--- src/rtl/mul_pkg.sv ---
// rtl/mul_pkg.sv - shared types, constants and decode helpers for the sequential multiplier
package mul_pkg;

    localparam int CHUNK_W   = 8;
    localparam int MAX_ITERS = 4;

    // op encoding: bit0 accumulate, bit1 signed (long ops only), bit2 long
    typedef enum logic [2:0] {
        OP_MUL   = 3'b000,
        OP_MLA   = 3'b001,
        OP_UMULL = 3'b100,
        OP_UMLAL = 3'b101,
        OP_SMULL = 3'b110,
        OP_SMLAL = 3'b111
    } mul_op_t;

    typedef enum logic [1:0] {
        ST_IDLE = 2'd0,
        ST_CALC = 2'd1,
        ST_DONE = 2'd2
    } mul_state_t;

    // Only UMULL/UMLAL are unsigned; short ops use signed arithmetic (low word is sign-agnostic)
    function automatic logic op_signed(input logic [2:0] op);
        return !(op[2] && !op[1]);
    endfunction

    // Smallest chunk count whose value already represents rs exactly
    function automatic logic [2:0] early_iters(input logic [2:0] op, input logic [31:0] rs);
        if (!op_signed(op)) begin
            if (rs[31:8] == '0)       return 3'd1;
            else if (rs[31:16] == '0) return 3'd2;
            else if (rs[31:24] == '0) return 3'd3;
            else                      return 3'd4;
        end else begin
            if ((&rs[31:7]) || (rs[31:7] == '0))        return 3'd1;
            else if ((&rs[31:15]) || (rs[31:15] == '0)) return 3'd2;
            else if ((&rs[31:23]) || (rs[31:23] == '0)) return 3'd3;
            else                                        return 3'd4;
        end
    endfunction

endpackage

--- src/rtl/mul_seq_if.sv ---
// rtl/mul_seq_if.sv - request/result bundle between a requester and mul_seq
interface mul_seq_if;

    logic        start;
    logic [2:0]  op;
    logic [31:0] rm;
    logic [31:0] rs;
    logic [31:0] acc_lo;
    logic [31:0] acc_hi;
    logic        flush;
    logic        busy;
    logic        done;
    logic [31:0] res_lo;
    logic [31:0] res_hi;
    logic        flag_n;
    logic        flag_z;
    logic [2:0]  iters;

    modport master (
        output start, op, rm, rs, acc_lo, acc_hi, flush,
        input  busy, done, res_lo, res_hi, flag_n, flag_z, iters
    );

    modport slave (
        input  start, op, rm, rs, acc_lo, acc_hi, flush,
        output busy, done, res_lo, res_hi, flag_n, flag_z, iters
    );

endinterface

--- src/rtl/mul_step.sv ---
// rtl/mul_step.sv - one 8x32 partial product accumulated into a 64-bit running sum
module mul_step (
    input  logic [63:0] psum_i,
    input  logic [31:0] rm_i,
    input  logic [7:0]  chunk_i,
    input  logic [1:0]  idx_i,
    input  logic        rm_signed_i,
    input  logic        chunk_signed_i,
    output logic [63:0] psum_o
);

    logic signed [41:0] a;
    logic signed [41:0] b;
    logic signed [41:0] p;
    logic        [63:0] p_ext;

    // The final chunk of a signed multiplier carries the sign, so it is treated as two's complement
    always_comb begin
        a      = {{10{rm_signed_i & rm_i[31]}}, rm_i};
        b      = {{34{chunk_signed_i & chunk_i[7]}}, chunk_i};
        p      = a * b;
        p_ext  = {{22{p[41]}}, p};
        psum_o = psum_i + (p_ext << {idx_i, 3'b000});
    end

endmodule

--- src/rtl/mul_seq.sv ---
// rtl/mul_seq.sv - sequential 32x32 multiplier, 8 multiplier bits per cycle; MUL_SEQ_EARLY_TERM_EN enables early termination
module mul_seq
    import mul_pkg::*;
(
    input  logic     clk,
    input  logic     rst,
    mul_seq_if.slave bus
);

    mul_state_t  state_q, state_d;
    logic [2:0]  op_q, op_d;
    logic [31:0] rm_q, rm_d;
    logic [31:0] rs_q, rs_d;
    logic [63:0] psum_q, psum_d;
    logic [1:0]  idx_q, idx_d;
    logic [31:0] res_lo_q, res_lo_d;
    logic [31:0] res_hi_q, res_hi_d;
    logic        flag_n_q, flag_n_d;
    logic        flag_z_q, flag_z_d;
    logic [2:0]  iters_q, iters_d;

    logic [2:0]  n_iters;
    logic        last;
    logic [7:0]  chunk;
    logic [63:0] step_sum;

`ifdef MUL_SEQ_EARLY_TERM_EN
    assign n_iters = early_iters(op_q, rs_q);
`else
    assign n_iters = 3'(MAX_ITERS);
`endif

    assign last  = (({1'b0, idx_q} + 3'd1) == n_iters);
    assign chunk = rs_q[idx_q*CHUNK_W +: CHUNK_W];

    mul_step u_step (
        .psum_i         (psum_q),
        .rm_i           (rm_q),
        .chunk_i        (chunk),
        .idx_i          (idx_q),
        .rm_signed_i    (op_signed(op_q)),
        .chunk_signed_i (op_signed(op_q) && last),
        .psum_o         (step_sum)
    );

    // State and datapath registers; reset clears everything and drops any op in flight
    always_ff @(posedge clk or posedge rst) begin
        if (rst) begin
            state_q  <= ST_IDLE;
            op_q     <= '0;
            rm_q     <= '0;
            rs_q     <= '0;
            psum_q   <= '0;
            idx_q    <= '0;
            res_lo_q <= '0;
            res_hi_q <= '0;
            flag_n_q <= 1'b0;
            flag_z_q <= 1'b0;
            iters_q  <= '0;
        end else begin
            state_q  <= state_d;
            op_q     <= op_d;
            rm_q     <= rm_d;
            rs_q     <= rs_d;
            psum_q   <= psum_d;
            idx_q    <= idx_d;
            res_lo_q <= res_lo_d;
            res_hi_q <= res_hi_d;
            flag_n_q <= flag_n_d;
            flag_z_q <= flag_z_d;
            iters_q  <= iters_d;
        end
    end

    // Next state: accept from IDLE/DONE, iterate in CALC, publish results only on the final step
    always_comb begin
        state_d  = state_q;
        op_d     = op_q;
        rm_d     = rm_q;
        rs_d     = rs_q;
        psum_d   = psum_q;
        idx_d    = idx_q;
        res_lo_d = res_lo_q;
        res_hi_d = res_hi_q;
        flag_n_d = flag_n_q;
        flag_z_d = flag_z_q;
        iters_d  = iters_q;

        case (state_q)
            ST_IDLE, ST_DONE: begin
                if (bus.start) begin
                    state_d = ST_CALC;
                    op_d    = bus.op;
                    rm_d    = bus.rm;
                    rs_d    = bus.rs;
                    idx_d   = '0;
                    if (!bus.op[0])     psum_d = '0;
                    else if (bus.op[2]) psum_d = {bus.acc_hi, bus.acc_lo};
                    else                psum_d = {32'd0, bus.acc_lo};
                end else begin
                    state_d = ST_IDLE;
                end
            end
            ST_CALC: begin
                if (bus.flush) begin
                    state_d = ST_IDLE;
                end else begin
                    psum_d = step_sum;
                    idx_d  = idx_q + 2'd1;
                    if (last) begin
                        state_d = ST_DONE;
                        iters_d = n_iters;
                        if (op_q[2]) begin
                            res_lo_d = step_sum[31:0];
                            res_hi_d = step_sum[63:32];
                            flag_n_d = step_sum[63];
                            flag_z_d = (step_sum == '0);
                        end else begin
                            res_lo_d = step_sum[31:0];
                            res_hi_d = '0;
                            flag_n_d = step_sum[31];
                            flag_z_d = (step_sum[31:0] == '0);
                        end
                    end
                end
            end
            default: state_d = ST_IDLE;
        endcase
    end

    assign bus.busy   = (state_q == ST_CALC);
    assign bus.done   = (state_q == ST_DONE);
    assign bus.res_lo = res_lo_q;
    assign bus.res_hi = res_hi_q;
    assign bus.flag_n = flag_n_q;
    assign bus.flag_z = flag_z_q;
    assign bus.iters  = iters_q;

endmodule

--- src/flat_wrapper.sv ---
// flat-port wrapper written by rule: the top's interface ports become plain ports
module mul_seq_flat import mul_pkg::*;
  (clk, rst, bus_start, bus_op, bus_rm, bus_rs, bus_acc_lo, bus_acc_hi, bus_flush, bus_busy, bus_done, bus_res_lo, bus_res_hi, bus_flag_n, bus_flag_z, bus_iters);
  mul_seq_if bus_i ();
  input  logic clk;
  input  logic rst;
  input wire logic [$bits(bus_i.start)-1:0] bus_start;
  input wire logic [$bits(bus_i.op)-1:0] bus_op;
  input wire logic [$bits(bus_i.rm)-1:0] bus_rm;
  input wire logic [$bits(bus_i.rs)-1:0] bus_rs;
  input wire logic [$bits(bus_i.acc_lo)-1:0] bus_acc_lo;
  input wire logic [$bits(bus_i.acc_hi)-1:0] bus_acc_hi;
  input wire logic [$bits(bus_i.flush)-1:0] bus_flush;
  output wire logic [$bits(bus_i.busy)-1:0] bus_busy;
  output wire logic [$bits(bus_i.done)-1:0] bus_done;
  output wire logic [$bits(bus_i.res_lo)-1:0] bus_res_lo;
  output wire logic [$bits(bus_i.res_hi)-1:0] bus_res_hi;
  output wire logic [$bits(bus_i.flag_n)-1:0] bus_flag_n;
  output wire logic [$bits(bus_i.flag_z)-1:0] bus_flag_z;
  output wire logic [$bits(bus_i.iters)-1:0] bus_iters;
  assign bus_i.start = bus_start;
  assign bus_i.op = bus_op;
  assign bus_i.rm = bus_rm;
  assign bus_i.rs = bus_rs;
  assign bus_i.acc_lo = bus_acc_lo;
  assign bus_i.acc_hi = bus_acc_hi;
  assign bus_i.flush = bus_flush;
  assign bus_busy = bus_i.busy;
  assign bus_done = bus_i.done;
  assign bus_res_lo = bus_i.res_lo;
  assign bus_res_hi = bus_i.res_hi;
  assign bus_flag_n = bus_i.flag_n;
  assign bus_flag_z = bus_i.flag_z;
  assign bus_iters = bus_i.iters;
  mul_seq u_core (.clk(clk), .rst(rst), .bus(bus_i));
endmodule
--- config.mk ---
export PLATFORM = sky130hd
export DESIGN_NAME = mul_seq_flat
export DESIGN_NICKNAME = d
export VERILOG_FILES = /design/src/rtl/mul_pkg.sv /design/src/rtl/mul_seq_if.sv /design/src/rtl/mul_step.sv /design/src/rtl/mul_seq.sv /design/src/flat_wrapper.sv
export SDC_FILE = /design/constraint.sdc
export NUM_CORES = 1
export LEC_CHECK = 0
export ABC_AREA = 1
export CORE_MARGIN = 4
export CORE_UTILIZATION = 59
export CTS_BUF_LIST = sky130_fd_sc_hd__clkbuf_2
export CTS_CLUSTER_SIZE = 30
export DETAILED_ROUTE_END_ITERATION = 8
export DONT_BUFFER_PORTS = 1
export PLACE_DENSITY_LB_ADDON = 0.3
export SKIP_LAST_GASP = 1
export SYNTH_ARGS = -nofsm -noshare
export SYNTH_HDL_FRONTEND = slang
export SYNTH_SLANG_ARGS = --single-unit
--- constraint.sdc ---
create_clock -name clk -period 11 [get_ports clk]
set_clock_uncertainty 0.15 [all_clocks]
set_input_delay 2.2 -clock clk [delete_from_list [all_inputs] [get_ports clk]]
set_output_delay 2.2 -clock clk [all_outputs]
set_load 0.02 [all_outputs]
==> flow_metrics.env <==
export IMPL_num_rows=75
export IMPL_synth_top_area_share=0.201
export IMPL_htreeDepth=2
export IMPL_cts_resized=0
export IMPL_cts_root_buf="clkbuf_2"
export IMPL_fmax_ghz=0.103
export IMPL_grtUsageTotal=0.372
export IMPL_syn_avg_cell_area_um2=6.97
export IMPL_status="finished clean"
export IMPL_critPathMaxStageDelay_ns=0.70
export IMPL_min_path_type="reg -> reg"
export IMPL_synthCells=3594
export IMPL_vias_per_cell=5.79
export IMPL_critPathKind="reg -> reg"
export IMPL_synth_xor_area_frac=0.0216
export IMPL_slew_headroom=0.333
export IMPL_finalCriticalPeriod_ns=9.73
export IMPL_grt_first_pass_wirelength_mm=134
export IMPL_drt_total_wl_mm=85.7
export IMPL_dp_hpwl_mm=70.9
export IMPL_clock_path_buffers=3
export IMPL_timing_final_crit_share=0.885
export IMPL_numPortBuffers=0
export IMPL_io_pins=206
export IMPL_syn_area_um2=25100
export IMPL_synth_mux_area_frac=0.00834
export IMPL_routedWlPerCell_um=20.7
export IMPL_drcViolationCount=0
export IMPL_yosysTopAreaCell="dfrtp_1"
export IMPL_slowest_stage="dfrtp_1"
export IMPL_dr_pass1_iters=8
export IMPL_synthDistinctLibCells=53
export IMPL_grt_pass1_vias=23872
export IMPL_synth_async_sr_flop_share=1.00
export IMPL_chipHeight_um=214
export IMPL_cts_sinks=201
export IMPL_initial_core_util=0.597
export IMPL_grt_max_degree=100
export IMPL_rsz0062_at_grt="no"
export IMPL_yosysSeqAreaShare=0.201
export IMPL_cp_max_fo=36
export IMPL_ys_ff_latch=201
export IMPL_cpMostUsedCell="nand2_1"
export IMPL_arrival_ns=10.58
export IMPL_synthTopCellsByArea="dfrtp_1 20%, fa_1 19%, nand2_1 16%"
export IMPL_synthAdderAreaFrac=0.266
export IMPL_area_delta_synth_final_pct=3.80
export IMPL_cts_made_buffers=53
export IMPL_setup_viol=0
export IMPL_critPathRequiredTime_ns=11.85
export IMPL_drt_initial_drc_count=2221
export IMPL_ant_nets=0
export IMPL_globalplace_congestion=1.12
export IMPL_cts_setup_buffers=0
export IMPL_tritoncts="yes"
export IMPL_nNetsFinal=4085
export IMPL_cts_hold_buf=0
export IMPL_synth_flop_cell="dfrtp_1"
export IMPL_synth_warnings=0
export IMPL_clock_latency_ns=1.09
export IMPL_start_kind="flip-flop"
export IMPL_synthSimpleGateAreaFrac=0.307
export IMPL_crit_path_start="u_core.idx_q[0]"
export IMPL_tightest_slew_ns=1.00
export IMPL_synth_edf_count=0
export IMPL_r2r_start="u_core.idx_q[0]"
export IMPL_hold_violations=0
export IMPL_die_w_um=214
export IMPL_vias=23993
export IMPL_slew_violations=0
export IMPL_cts_clk_slew_worst_paths_ns=0.09
export IMPL_synth_compound_area_share=0.0988
export IMPL_cp_end_kind="flip-flop"
export IMPL_core_um2=41900
export IMPL_synth_top_family_by_area="simple AND/OR/NAND/NOR gates"
export IMPL_min_from="u_core.rs_q[17]"
export IMPL_grt_antenna_before_repair=3
export IMPL_drive_gt1_frac=0.0769
export IMPL_fin_setup_tns_ns=0
export IMPL_maxCapViolations=0
export IMPL_dieArea_um2=45800
export IMPL_overflow=0
## per-stage QoR
| step | hold slack [ns] | setup slack [ns] | std cells | instance area (um2) | utilization |
|---|---|---|---|---|---|
| floorplan | 0.299 | 3.04 | 3595 | 25100 | - |
| global placement | 0.316 | 1.39 | 4045 | 25500 | 0.607 |
| CTS | 0.342 | 1.42 | 4142 | 26000 | 0.620 |
| finish | 0.335 | 1.27 | 4144 | 26000 | 0.620 |
| detailed placement | 0.316 | 1.50 | 4045 | 25500 | 0.607 |
| global route | 0.358 | 0.590 | 4143 | 26000 | 0.620 |
## Yosys cell counts, types with 4 or more instances
master,count
nor4_1,5
inv_1,503
mux2_2,15
o21bai_1,11
xnor2_1,33
fa_1,240
mux2i_1,4
nor3_1,13
a31oi_1,25
buf_2,11
nor2_2,36
nand2_2,34
or2_2,14
nor2_4,12
nand3b_1,4
o31ai_1,12
a21oi_2,10
clkinv_1,5
a21oi_1,155
ha_1,149
buf_1,12
o21ai_0,189
xor2_1,27
a21o_1,8
nand3_1,185
nand4_1,36
a22o_1,8
nand3_2,13
nand2_1,1095
dfrtp_1,201
clkbuf_1,86
inv_2,23
o21ai_1,12
nor2_1,377
nor3_2,6
## worst paths after layout
path	cells after the start	end	slack, ns
worst max register to register	47	u_core.bus.flag_z	1.27
worst min-delay path	2	u_core.rs_q[17]	0.34
min in group asynchronous	1	u_core.psum_q[6]	0.89
worst max-delay path	47	u_core.bus.flag_z	1.27
worst min register to register	2	u_core.rs_q[17]	0.34
max in group asynchronous	2	u_core.psum_q[41]	8.44
## critical path: cells and delay by family, from the launching register on
kind / cells / cell delay [ns]
adders and majority gates: 8 / 3.47
DFF: 1 / 0.70
and+or+nand+nor: 28 / 3.36
AOI/OAI and AO/OA: 4 / 0.81
buffers and inverters: 7 / 1.13
## placed cells by master (no fill, tap or decap), types with 15 or more instances in the layout
cell type / synthesis / final
nand4_1: 36 / 36
nor2_2: 36 / 36
fa_1: 240 / 240
inv_2: 23 / 24
a31oi_1: 25 / 25
nand3_1: 185 / 185
a21oi_1: 155 / 155
xor2_1: 27 / 27
xnor2_1: 33 / 33
clkinv_1: 5 / 23
inv_1: 503 / 501
dfrtp_1: 201 / 200
nor2_1: 377 / 376
mux2_2: 15 / 15
o21ai_0: 189 / 189
nand2_2: 34 / 33
clkbuf_2: 0 / 73
nand2_1: 1095 / 1095
buf_4: 2 / 23
ha_1: 149 / 149
## final cells by class
| cell class | count | area (um2) |
|---|---|---|
| inverter | 531 | 2000 |
| multi-input combinational | 2751 | 17600 |
| clock inverter | 24 | 159 |
| clock buffer | 73 | 365 |
| antenna | 2 | 5.00 |
| fill | 4037 | 15900 |
| timing repair buffer | 23 | 173 |
| sequential | 201 | 5030 |
| tap | 539 | 674 |
## registers in the layout, summed over array words and instances (netlist names)
name / count
u_core.bus.flag_n: 1
u_core.bus.flag_z: 1
u_core.bus.iters: 1
u_core.bus.res_hi: 32
u_core.bus.res_lo: 32
u_core.idx_q: 2
u_core.op_q: 2
u_core.psum_q: 64
u_core.rm_q: 32
u_core.rs_q: 32
u_core.state_q: 2
## per-layer routing
metal | track usage | vias up | wire (um)
met5 | 0 | - | 15
met4 | 0.184 | 4 | 5310
met3 | 0.0640 | 302 | 6670
met2 | 0.635 | 1147 | 41100
met1 | 0.460 | 11330 | 32600
li1 | - | 11210 | -
## cells by family after synthesis
| kind of cell | count (synthesis) |
|---|---|
| muxes | 19 |
| DFF | 201 |
| other | 1 |
| xor gates and xnor gates | 61 |
| buffers and inverters | 643 |
| AOI/OAI and AO/OA | 447 |
| and+or+nand+nor | 1833 |
| adders and majority gates | 389 |
Power is left out: the tool's default activity adds up to more than one toggle a clock period on the data nets, which glitch-free logic cannot reach.
